## src/rtl/tmds_encoder_if.sv

```systemverilog
// Pixel-side bus of one TMDS channel: byte/control in, 10-bit symbol out.
// Streaming with no valid/ready: every clk edge accepts one input and emits one symbol; de_out qualifies dout.
interface tmds_encoder_if;
  logic       de;
  logic [7:0] din;
  logic [1:0] ctrl;
  logic [9:0] dout;
  logic       de_out;

  modport master (
    output de,
    output din,
    output ctrl,
    input  dout,
    input  de_out
  );

  modport slave (
    input  de,
    input  din,
    input  ctrl,
    output dout,
    output de_out
  );
endinterface

```

## src/rtl/tmds_encoder.sv

```systemverilog
// DVI/HDMI TMDS 8b/10b channel encoder with running-disparity DC balancing.
// Define TMDS_ENCODER_PIPE3_EN to add a register between ones counting and q_m generation (latency 3 instead of 2).
module tmds_encoder #(
  parameter logic [1:0] CTRL_RESET = 2'b00
) (
  input logic           clk,
  input logic           rst,
  tmds_encoder_if.slave bus
);

  function automatic logic [9:0] ctrl_token(input logic [1:0] c);
    logic [9:0] t;
    case (c)
      2'b00:   t = 10'b1101010100;
      2'b01:   t = 10'b0010101011;
      2'b10:   t = 10'b0101010100;
      default: t = 10'b1010101011;
    endcase
    return t;
  endfunction

  function automatic logic [3:0] ones8(input logic [7:0] v);
    logic [3:0] s;
    s = '0;
    for (int i = 0; i < 8; i++) s = s + {3'b000, v[i]};
    return s;
  endfunction

  // ---------------------------------------------------------------
  // Stage 1a: ones count and transition-minimising path selection
  // ---------------------------------------------------------------
  logic [3:0] din_ones;
  logic       use_xnor;

  assign din_ones = ones8(bus.din);
  assign use_xnor = (din_ones > 4'd4) || ((din_ones == 4'd4) && !bus.din[0]);

  logic [7:0] qm_din;
  logic       qm_xnor;
  logic       qm_de;
  logic [1:0] qm_ctrl;

`ifdef TMDS_ENCODER_PIPE3_EN
  logic [7:0] p_din;
  logic       p_xnor;
  logic       p_de;
  logic [1:0] p_ctrl;

  always_ff @(posedge clk or negedge rst) begin
    if (!rst) begin
      p_din  <= '0;
      p_xnor <= 1'b0;
      p_de   <= 1'b0;
      p_ctrl <= CTRL_RESET;
    end else begin
      p_din  <= bus.din;
      p_xnor <= use_xnor;
      p_de   <= bus.de;
      p_ctrl <= bus.ctrl;
    end
  end

  assign qm_din  = p_din;
  assign qm_xnor = p_xnor;
  assign qm_de   = p_de;
  assign qm_ctrl = p_ctrl;
`else
  assign qm_din  = bus.din;
  assign qm_xnor = use_xnor;
  assign qm_de   = bus.de;
  assign qm_ctrl = bus.ctrl;
`endif

  // ---------------------------------------------------------------
  // Stage 1b: q_m generation and first pipeline register
  // ---------------------------------------------------------------
  logic [8:0] qm_next;

  always_comb begin
    qm_next    = '0;
    qm_next[0] = qm_din[0];
    for (int i = 1; i < 8; i++) begin
      qm_next[i] = qm_xnor ? ~(qm_next[i-1] ^ qm_din[i]) : (qm_next[i-1] ^ qm_din[i]);
    end
    qm_next[8] = ~qm_xnor;
  end

  logic       s1_de;
  logic [1:0] s1_ctrl;
  logic [8:0] s1_qm;

  always_ff @(posedge clk or negedge rst) begin
    if (!rst) begin
      s1_de   <= 1'b0;
      s1_ctrl <= CTRL_RESET;
      s1_qm   <= '0;
    end else begin
      s1_de   <= qm_de;
      s1_ctrl <= qm_ctrl;
      s1_qm   <= qm_next;
    end
  end

  // ---------------------------------------------------------------
  // Stage 2: DC balancing against the running disparity
  // ---------------------------------------------------------------
  logic [3:0]        qm_ones;
  logic signed [4:0] diff;
  logic signed [4:0] cnt;
  logic signed [4:0] cnt_next;
  logic [9:0]        dout_next;
  logic              q8;
  logic              cnt_pos;
  logic              cnt_neg;

  assign qm_ones = ones8(s1_qm[7:0]);
  // n1 - n0 == 2*n1 - 8; modular 5-bit arithmetic keeps n1 == 8 correct
  assign diff    = signed'(({1'b0, qm_ones} << 1) - 5'd8);
  assign q8      = s1_qm[8];
  assign cnt_neg = cnt[4];
  assign cnt_pos = !cnt[4] && (cnt != 5'sd0);

  always_comb begin
    dout_next = ctrl_token(s1_ctrl);
    cnt_next  = '0;
    if (s1_de) begin
      if ((cnt == 5'sd0) || (qm_ones == 4'd4)) begin
        dout_next = {~q8, q8, (q8 ? s1_qm[7:0] : ~s1_qm[7:0])};
        cnt_next  = q8 ? (cnt + diff) : (cnt - diff);
      end else if ((cnt_pos && (qm_ones > 4'd4)) || (cnt_neg && (qm_ones < 4'd4))) begin
        dout_next = {1'b1, q8, ~s1_qm[7:0]};
        cnt_next  = cnt + (q8 ? 5'sd2 : 5'sd0) - diff;
      end else begin
        dout_next = {1'b0, q8, s1_qm[7:0]};
        cnt_next  = cnt + diff - (q8 ? 5'sd0 : 5'sd2);
      end
    end
  end

  logic [9:0] dout_q;
  logic       de_out_q;

  always_ff @(posedge clk or negedge rst) begin
    if (!rst) begin
      dout_q   <= ctrl_token(CTRL_RESET);
      de_out_q <= 1'b0;
      cnt      <= '0;
    end else begin
      dout_q   <= dout_next;
      de_out_q <= s1_de;
      cnt      <= cnt_next;
    end
  end

  assign bus.dout   = dout_q;
  assign bus.de_out = de_out_q;

endmodule

```

## src/flat_wrapper.sv

```systemverilog
// flat-port wrapper written by rule: the top's interface ports become plain ports
module tmds_encoder_flat 
#(
  parameter logic [1:0] CTRL_RESET = 2'b00
)
  (clk, rst, bus_de, bus_din, bus_ctrl, bus_dout, bus_de_out);
  tmds_encoder_if bus_i ();
  input logic clk;
  input logic rst;
  input wire logic [$bits(bus_i.de)-1:0] bus_de;
  input wire logic [$bits(bus_i.din)-1:0] bus_din;
  input wire logic [$bits(bus_i.ctrl)-1:0] bus_ctrl;
  output wire logic [$bits(bus_i.dout)-1:0] bus_dout;
  output wire logic [$bits(bus_i.de_out)-1:0] bus_de_out;
  assign bus_i.de = bus_de;
  assign bus_i.din = bus_din;
  assign bus_i.ctrl = bus_ctrl;
  assign bus_dout = bus_i.dout;
  assign bus_de_out = bus_i.de_out;
  tmds_encoder #(.CTRL_RESET(CTRL_RESET)) u_core (.clk(clk), .rst(rst), .bus(bus_i));
endmodule
```

## config.mk

```make
export PLATFORM = sky130hd
export DESIGN_NAME = tmds_encoder_flat
export DESIGN_NICKNAME = d
export VERILOG_FILES = /design/src/rtl/tmds_encoder_if.sv /design/src/rtl/tmds_encoder.sv /design/src/flat_wrapper.sv
export SDC_FILE = /design/constraint.sdc
export NUM_CORES = 1
export LEC_CHECK = 0
export ABC_AREA = 0
export CELL_PAD_IN_SITES_DETAIL_PLACEMENT = 1
export CELL_PAD_IN_SITES_GLOBAL_PLACEMENT = 1
export CORE_MARGIN = 2
export CORE_UTILIZATION = 45
export CTS_BUF_LIST = sky130_fd_sc_hd__clkbuf_2
export CTS_CLUSTER_DIAMETER = 60
export DETAILED_ROUTE_END_ITERATION = 8
export PLACE_DENSITY = 0.79
export SLEW_MARGIN = 20
export SYNTH_ARGS = -nofsm -noshare
export SYNTH_HDL_FRONTEND = slang
export SYNTH_SLANG_ARGS = --single-unit
```

## constraint.sdc

```tcl
create_clock -name clk -period 8.41 [get_ports clk]
set_input_delay 1.682 -clock clk [delete_from_list [all_inputs] [get_ports clk]]
set_output_delay 1.682 -clock clk [all_outputs]
set_load 0.05 [all_outputs]
```

# Word-level counts from Yosys, hierarchy flattened
# Index checks and enable logic that the tools add are counted.
word_totals:
  ff_bits: 28
  output_inout_bits: 11
  latchBits: 0
  ramBits: 0
  word_cells: 80
  mem_bits_ro: 0
  input_bits: 13
  mem_count: 0
classes:
  muxes: 18
  eq_ne: 4
  reduce_logical: 12
  div: 0
  add_sub_neg: 20
  n_bitwise: 17
  order_cmp: 3
  multipliers: 0
  n_shift: 0
ops:
  columns: ["operator", "count"]
  rows:
  - ["$add A4 B1 Y4", 12]
  - ["$mux W10", 3]
  - ["$pmux W10 S3", 1]
  - ["$mux W5", 4]
  - ["$sub A5 B5 Y5", 3]
  - ["$add A5 B5 Y5", 2]
  - ["$not A1 Y1", 9]
  - ["$eq A4 B3 Y1 const B", 2]
  - ["$gt A4 B3 Y1 const B", 2]
  - ["$mux W8", 1]
  - ["$not A8 Y8", 1]
  - ["$mux W1", 7]
  - ["$xor A1 B1 Y1", 7]
  - ["$logic_not A5 Y1", 1]
  - ["$reduce_bool A5 Y1", 1]
  - ["$sub A5 B4 Y5 const B", 1]
  - ["$add A1 B1 Y2", 2]
  - ["$logic_and A1 B1 Y1", 4]
  - ["$lt A4 B3 Y1 const B", 1]
  - ["$mux W2", 2]
  - ["$logic_or A1 B1 Y1", 3]
  - ["$eq A2 B1 Y1 const B", 1]
  - ["$eq A2 B2 Y1 const B", 1]
  - ["$logic_not A1 Y1", 2]
  - ["$logic_not A2 Y1", 1]

# Logic depth before layout (Yosys ltp)
depth:
  word_depth: 29
  ltp_mapped: 16
  ltp_nobuf: 16

# Worst setup path after synthesis
# No wires, ideal clock.
synth_timing:
  path_kind: "input-to-reg"
  startpoint: "in bus_din[0]"
  endpoint: "reg u_core.s1_qm[7]"
  n_path_buf: 0
  required_time_ns: 8.330
  arrival_time_ns: 4.634
  path_stages: 11
  setup_slack_ns: 3.696
  setup_time_ns: 0.080
  path_cell_list: "ha_1 > inv_1 > fa_1 > fa_1 > inv_1 > fa_1 > fa_1 > nor3b_1 > o22ai_1 > xnor2_1 > xnor2_1"
synth_between:
  elab_chain_cells: 29
  word_cells_on_any_way: 33
  cone_classes: "7 x add/sub; 1 x order compare; 1 x eq/ne; 7 x mux; 14 x bitwise; 3 x reduce/logical"
synth_rtl:
  columns: ["item", "line", "text"]
  rows:
  - ["start, declared", "flat_wrapper.sv:11", "input wire logic [$bits(bus_i.din)-1:0] bus_din;"]
  - ["parallel branches: the longest is 28 deep, another holds $add A4 B1 Y4", null, null]
  - ["$mux W1 (*)", "tmds_encoder.sv:83", "qm_next[i] = qm_xnor ? ~(qm_next[i-1] ^ qm_din[i]) : (qm_next[i-1] ^ qm_din[i]);"]
  - ["net u_core.qm_next[7]", "tmds_encoder.sv:77", "logic [8:0] qm_next;"]
  - ["end signal, assigned", "tmds_encoder.sv:100", "s1_qm <= qm_next;"]
  - ["end, declared", "tmds_encoder.sv:90", "logic [8:0] s1_qm;"]
# Mark *: on every way through the listed nets, which the timed path passes.

# Final worst setup path
# Same ends and word-level chain as after synthesis.

==> impl_metrics.csv <==
group,metric,value,unit
status,outcome,"completed",
worst_hold_path,worstHoldEndpoint,"u_core.bus.de_out$_DFF_PN0_",
clocking,holdBufCountCts,0,
worst_hold_path,whs_path_depth,0,
placement,place_congestion,0.850,
cells_and_area,layout-drive-gt1-share,9.31,%
yosys,yosysMostFrequentCell,"inv_1",
timing,relSlewSlack,52.4,%
yosys,synth_edf_count,0,
floorplanning,rows,26,
routing,drt_first_pass_iters,4,
cells_and_area,multi_input_area,1440,um2
timing,min_period,5.02,ns
yosys,synthCells,227,
global_route,antenna_found_initial,0,
clocking,postCtsResizedCells,0,
yosys,ys_dominant_reg_cell,"dfrtp_1",
cells_and_area,nFillCells,577,
worst_hold_path,hp-class,"register to register",
clocking,htreeDepth,1,
critical_path,r2r_cells,12,
yosys,ys_top_cells_by_count,"33 x inv_1, 23 x ha_1, 22 x dfrtp_1",
timing,hold_violations,0,
floorplanning,die_w,75.6,um
critical_path,critPathArrivalTime,5.35,ns
clocking,path_clk_slew,0.29,ns
yosys,synth.avg_cell_area,10.2,um2
yosys,ys_seq_area_share,29.6,%
critical_path,r2r_end,"u_core.bus.dout[3]$_DFF_PN0_",
timing,min_period_over_period,59.7,%
timing,setup_violations,0,
yosys,ys_ff_latch,27,
clocking,postCtsSetupBuffers,0,
yosys,synth_nets,276,
placement,hpwl,3970,um
floorplanning,coreArea,5010,um2
critical_path,critical_path_class,"input pin to register",
global_route,grt_util_all_layers,19.3,%
yosys,yosys.area.top_type,"dfrtp_1",
timing,tightest_slew,0.713,ns
worst_hold_path,worstHoldStart,"u_core.s1_de$_DFF_PN0_",
clocking,clk-insertion-delay-late,0.38,ns
floorplanning,initial_core_util,46.0,%
timing,setup_tns,0,ns
cells_and_area,layout-area-overhead-vs-synth,13.1,%
yosys,synth.top_cell.area_share,23.9,%
timing,fmax,199,MHz
routing,drt.antenna.violating_nets,0,
yosys,async_flop_share,100,%
timing,drv_slew,0,
flow_run,maxCapViolCount,0,
critical_path,reg2reg_slack,3.84,ns
routing,num_vias,1714,
yosys,ys_warn_count,0,
yosys,syn-cell-area,2300,um2
yosys,ys_top_cells_by_area,"dfrtp_1 24%, ha_1 12%, fa_1 11%",
clocking,clock_path_buffers,2,
routing,drt_wl_total,5060,um
placement,portBuffers,23,
clocking,cts-root-buf,"clkbuf_2",
global_route,grt_pass1_wl,8270,um
clocking,cts_tree,"built",
clocking,cts_sinks,27,
timing,rsz0062_at_grt,"false",
cells_and_area,nNetsFinal,297,
critical_path,r2r_start,"u_core.s1_qm[1]$_DFF_PN0_",
routing,drc,0,
routing,vias_per_cell,5.41,
critical_path,cp_max_fo,5,
routing,wl_per_cell,16.0,um
global_route,overflow,0,
cells_and_area,antennaDiodeCount,0,
cells_and_area,seq_area,682,um2
clocking,numCtsBuffers,3,
critical_path,cp-start-kind,"input pin",
critical_path,required,8.74,ns
timing,fin_skew,0.0131,ns
floorplanning,chipHeight,75.6,um
floorplanning,dieArea,5710,um2
floorplanning,pin_count,24,
critical_path,crit_path_end_kind,"register",
yosys,ys_types,44,
global_route,grt_pass1_vias,1814,
global_route,grt_max_degree,33,
routing,drt-initial-drc-count,61,
[layer usage]
layer  global-route usage (%)  vias to the layer above  part of all wire [%]
met5                        0                        -                     0
met4                     5.46                        0                   1.1
met3                     1.72                        4                   2.1
met2                     37.8                       30                    55
met1                     22.1                      864                    42
li1                         -                      816                     -
[placed cells by master, fill, tap and decap left out, drive strengths merged, types with 3 or more instances in the layout]
cell type and instances:
a21oi 9, clkbuf 3, clkdlybuf4s50 23, dfrtp 22, dfstp 5, fa 13
ha 23, inv 34, mux2i 6, nand2 18, nand2b 5, nand4 6
nor2 5, nor2b 3, nor3 3, o21ai 5, o21bai 4, o22ai 3
o311a 6, o311ai 8, or3 9, xnor2 17, xor2 3
[through the flow]
step / setup WS (ns) / area (um2) / util [%] / instances / hold slack (ns)
4_1_cts: 3.40 / 2610 / 52.0 / 317 / 0.418
6_report: 3.39 / 2610 / 52.0 / 317 / 0.414
3_3_place_gp: 3.06 / 2580 / 51.5 / 313 / 0.360
5_1_grt: 3.27 / 2610 / 52.0 / 317 / 0.426
3_5_place_dp: 2.93 / 2580 / 51.5 / 313 / 0.363
2_1_floorplan: 3.70 / 2300 / - / 227 / 0.428
[critical path, stage by stage]
cell and delay (ns):
clkdlybuf4s50_1 0.44, ha_1 0.33, inv_1 0.11, fa_1 0.43
fa_1 0.49, inv_1 0.05, fa_1 0.41, fa_1 0.50
nor3b_1 0.05, o22ai_1 0.51, xnor2_1 0.20, xnor2_1 0.14
[cells by family after synthesis]
logic type | Yosys count | synth area share [%]
buffers and inverters | 42 | 7.76
xor gates and xnor gates | 21 | 10.2
and+or+nand+nor | 54 | 12.7
DFF | 27 | 29.6
adders and majority gates | 36 | 23.8
muxes | 6 | 2.61
AOI/OAI and AO/OA | 41 | 13.4
[cell type report]
cell class	count	area share (%)
Tap cell	70	3.36
Timing Repair Buffer	25	9.41
Clock buffer	3	0.576
Inverter	33	4.75
Multi-Input combinational cell	158	55.4
Clock inverter	1	0.336
Sequential cell	27	26.2
[registers in the layout, summed over array words and instances, names as in the netlist]
name,cells
u_core.bus.de_out,1
u_core.bus.dout,10
u_core.s1_qm,9
u_core.s1_de,1
u_core.cnt,4
u_core.s1_ctrl,2
[worst max path at each step]
stage	from	endpoint	slack [ns]
finish	bus_din[0]	u_core.s1_qm[7]$_DFF_PN0_	3.39
global route	bus_din[0]	u_core.s1_qm[7]$_DFF_PN0_	3.27
floorplan	bus_din[0]	u_core.s1_qm[7]$_DFF_PN0_	3.70
CTS	bus_din[0]	u_core.s1_qm[7]$_DFF_PN0_	3.40
global placement	bus_din[0]	u_core.s1_qm[7]$_DFF_PN0_	3.06
detailed placement	bus_din[0]	u_core.s1_qm[7]$_DFF_PN0_	2.93
Power is not shown: default switching activity piles up to over one toggle a cycle in this logic, so the estimate is an artifact.
